$ cat src/rtl/hazard_unit_perf_counter.sv
// Saturating event counter: counts cycles with en=1, sticks at all-ones.
module perf_counter #(
  parameter int W = 32
) (
  input  logic         CLK,
  input  logic         nRST,
  input  logic         en,
  output logic [W-1:0] cnt
);

  // Increment on enable until the counter is full.
  always_ff @(posedge CLK or negedge nRST) begin
    if (!nRST) begin
      cnt <= '0;
    end else if (en && (cnt != {W{1'b1}})) begin
      cnt <= cnt + {{(W-1){1'b0}}, 1'b1};
    end else begin
      cnt <= cnt;
    end
  end

endmodule

$ cat config.mk
export PLATFORM = sky130hd
export DESIGN_NAME = perf_counter
export DESIGN_NICKNAME = d
export VERILOG_FILES = /design/src/rtl/hazard_unit_perf_counter.sv
export SDC_FILE = /design/constraint.sdc
export NUM_CORES = 1
export LEC_CHECK = 0
export CORE_MARGIN = 2
export CORE_UTILIZATION = 40
export DETAILED_ROUTE_END_ITERATION = 6
export PLACE_DENSITY = 0.69
export SLEW_MARGIN = 20
export SYNTH_ARGS = -nofsm -noshare
export SYNTH_HDL_FRONTEND = slang
export SYNTH_SLANG_ARGS = --single-unit
$ cat constraint.sdc
create_clock -name CLK -period 3.7 [get_ports CLK]
set_clock_uncertainty 0.05 [all_clocks]
set_input_delay 0.74 -clock CLK [delete_from_list [all_inputs] [get_ports CLK]]
set_output_delay 0.74 -clock CLK [all_outputs]
set_load 0.005 [all_outputs]
== After elaboration in Yosys (flattened, before gate mapping) ==
Cells that the tools add are included.

* Register bits: 32
* Latch bits: 0
* Memory bits (writable): 0
* Bits in read-only memories: 0
* Bits of input ports: 3
* Output and inout port bits: 32
* Word-level logic and storage cells: 4
* Memories: 0

* Add/sub/neg operators: 1
* Multiply operators: 0
* Div/mod/pow operators: 0
* $lt $le $gt $ge: 0
* Equal/unequal tests: 1
* Shifts and indexed selects: 0
* Muxes and demuxes: 0
* Bitwise logic cells: 0
* Reductions and logical operators: 1

{| class="wikitable"
|+ Operator list
! operator !! count
|-
| $add A32 B1 Y32 const B || 1
|-
| $ne A32 B32 Y1 const B || 1
|-
| $logic_and A1 B1 Y1 || 1
|}

== Depth between registers and ports, before layout ==
* Depth in word-level cells: 2
* Gate-level depth with buffers: 6
* Gate-level depth less buffers: 5

== Worst setup path after synthesis ==
No wires, ideal clock.

* Kind: register to register
* Start point: register cnt[16]
* End point: register cnt[1]
* Setup time: 128 ps
* Arrival time: 1757 ps
* Data required time: 3522 ps
* Slack: 1765 ps
* Stages on the path, launching flop included: 6
* Path buffers: 0
* Clock period less this slack: 1935 ps
* Cell sequence: dfrtp_1 nand4_2 nor4_4 nand2_2 o31ai_4 mux2_1

* Cells in the longest elaborated chain, start to end: 2

{| class="wikitable"
|+ Ends and longest elaborated chain
! what !! line !! source
|-
| start, declared || 8 || <nowiki>output logic [W-1:0] cnt</nowiki>
|-
| start signal, assigned || 16 || <nowiki>cnt <= cnt + {{(W-1){1'b0}}, 1'b1};</nowiki>
|-
| start signal, assigned || 18 || <nowiki>cnt <= cnt;</nowiki>
|-
| $ne A32 B32 Y1 || 15 || <nowiki>end else if (en && (cnt != {W{1'b1}})) begin</nowiki>
|-
| $logic_and A1 B1 Y1 || 15 ||
|}

Every way passes these cells.
A chain may end at the register's enable or synchronous reset.

== Final worst setup path ==
* Start point: register cnt[4]
* End point: register cnt[6]

* Cells in the longest elaborated chain, start to end: 2
* Elaborated cells between the ends (all ways): 3
* Those cells by class: 1 x add/sub; 1 x eq/ne; 1 x reduce/logical

{| class="wikitable"
|+ Ends and longest elaborated chain
! what
|-
| parallel branches: the longest is 2 deep, another holds $add A32 B1 Y32
|}

Parallel ways; which one is timed is not known.

==> reports/results.ini <==
[global_routing]
grt_max_degree=33
antenna_found_initial=0
globalRoute.totalOverflow=0
global_route_wire_length_before_repair_um=6348
grt.total_usage_pct=18.82
first_global_vias=1334

[clock_tree]
worstSkewPairLatency_ps=280
clk_root_buffer_cell=clkbuf_8
htree_num_levels=2
setup_buffers_after_cts=0
clock-sinks=32
postCtsResizedCells=0
cts_tree=built
clock_path_buffers=2
clk_transition_reported_paths_ps=60
tritoncts.num_buffers=5
hold_buffers=0

[finish]
instances_no_fill=241
num_antenna_cells=0
reg_top3=cnt x32
final_common_cell=clkdlybuf4s50_1
nNetsFinal=195
syn2layout_area_growth_pct=29.12
number_of_flip_flops_in_the_largest_register=32
layout-drive-gt1-share_pct=9.424
finish.instance_area_mm2=0.002097
largest-register=cnt
mostFrequentLayoutCells=clkdlybuf4s50_1, dfrtp_1, xnor2_1, nand2_1

[route]
dr_total_vias=1294
drt_first_pass_iters=4
first_iter_violations=64
route.antenna.remaining_nets=0
route.detailed.vias_per_inst=5.369
totalWireLength_um=3653
route.detailed.wl_per_inst_um=15.16
drc=0

[placed_design]
dpl_worst_slack_ps=1028
final_hpwl_from_detailed_placement_um=2711
placed_area_mm2=0.002019
placement.io_buffers=34
place.gp.congestion=0.8967
placed_cells=234

[synthesis]
post_synth_main_area_contributors=dfrtp_1, xnor2_1, nand4_1
synthCells=151
post_synth_top_area_cell=dfrtp_1
yosysWarnings=0
synth.net_count=155
synth.ff_latch_count=32
synth_sequential_area_ratio_pct=49.31
yosys.area.top_type_share_pct=49.31
synth_cell_types=30
synth_area_mm2=0.001624
syn_area_per_cell_um2=10.76

[die]
floorplan.io_pins=35
fp.dieArea_mm2=0.004586
placement_rows=23
initial_core_util_pct=41.19
die_height_um=67.72
core_mm2=0.003943
floorplan.die.width_um=67.72

[worst_setup_path]
start_kind=register
timing.critical_path.arrival_ps=2580
setup.worst_path.end_class=register
path_common_cell=nand4_1
timing.critical_path.cells=nand3_2 -> nor4_1 -> nand4_1 -> nand4_1 -> xnor2_1
critical_path.top_delay_family=simple AND/OR/NAND/NOR gates
setup.worst_path.class=register to register
path_max_fanout=13
cp.buffers_inverters=0
worst-endpoint-required_ps=3840
delay_of_the_slowest_cell_on_the_worst_path_ps=630
slowest_library_cell_on_the_worst_path=nor4_1

[sta]
unrepaired_setup_endpoints_after_global_routing=no
setup_ws_ps=1262
final.setup.tns_ps=0
finalHoldViolations=0
slew_violations=0
final.min_clock_period_ps=2438
maxSlewHeadroom_pct=56.75
min_period_over_period_pct=65.89
fmax_mhz=410.2
finalSetupViolCount=0
worst_pin_slew_ps=642.9

[run_status]
status=complete, no violations

[pwr]
peakVddDrop_v=0.0003283
static_leakage_nw=0.8293
total_power_per_unit_cell_area_mw_per_mm2=418.6

[flow_run]
max_capacitance_violation_count=0

[min_path]
worst_hold_path_type=register to register

[per-stage QoR]
stage	util, %	hold WS [ps]	power [mW]
after floorplan	-	394.4	0.5229
after global placement	51.22	437.1	0.6278
after detailed placement	51.22	445.3	0.6371
after CTS	53.19	453.9	0.8896
after global routing	53.19	474.8	0.9336
final	53.19	445.3	0.8779
[final cells by class]
class	instances	area (um^2)
timing repair buffer	35	347.8
inverter	1	3.754
clock buffer	6	72.57
tap	50	62.56
sequential	32	800.8
multi-input combinational	116	804.5
fill	344	1846
clock inverter	1	5.005
[Yosys cell counts, drive strengths merged]
| master | count |
|---|---|
| a21oi | 2 |
| a31oi | 1 |
| and3 | 2 |
| and4 | 4 |
| buf | 1 |
| clkbuf | 1 |
| dfrtp | 32 |
| ha | 1 |
| inv | 1 |
| mux2 | 2 |
| nand2 | 17 |
| nand3 | 16 |
| nand3b | 1 |
| nand4 | 16 |
| nor2 | 9 |
| nor2b | 1 |
| nor3 | 5 |
| nor4 | 5 |
| o211ai | 2 |
| o31ai | 1 |
| or4 | 2 |
| xnor2 | 24 |
| xor2 | 5 |
[worst reg2reg max path: stages (launching register included)]
cell and delay (ps):
dfrtp_1 440, nand3_2 170, nor4_1 630, nand4_1 580, nand4_1 330, xnor2_1 150
[routing by layer]
layer / track usage, % / vias up / routed length [um]
li1: - / 628 / -
met1: 23.71 / 632 / 1603
met2: 30.88 / 30 / 1892
met3: 4.833 / 4 / 124
met4: 7.143 / 0 / 33
met5: 0 / - / 0
[path summary, 6_finish.rpt]
path                              start      end  slack, ps  cells after the start
worst min-delay path            cnt[31]  cnt[31]        450                      1
worst min register to register  cnt[31]  cnt[31]        450                      1
worst max register to register   cnt[4]   cnt[6]       1260                      5
worst max-delay path             cnt[4]   cnt[6]       1260                      5
max in group asynchronous          nRST  cnt[29]       2500                      2
min in group asynchronous          nRST   cnt[1]        810                      2
[power by group]
group | internal [mW] | leakage (nW) | switching (mW)
logic | 0.108 | 0.354 | 0.0785
clock network | 0.128 | 0.0410 | 0.120
registers | 0.388 | 0.434 | 0.0547
[cell families after synthesis]
kind of cell / synth area share, %
simple gates: 28.51
flops: 49.31
xor+xnor: 15.64
compound gates: 3.236
buf+inv: 1.155
mux: 1.387
fa+ha+maj: 0.7703
Note: power is estimated with default switching activity, not from simulation.
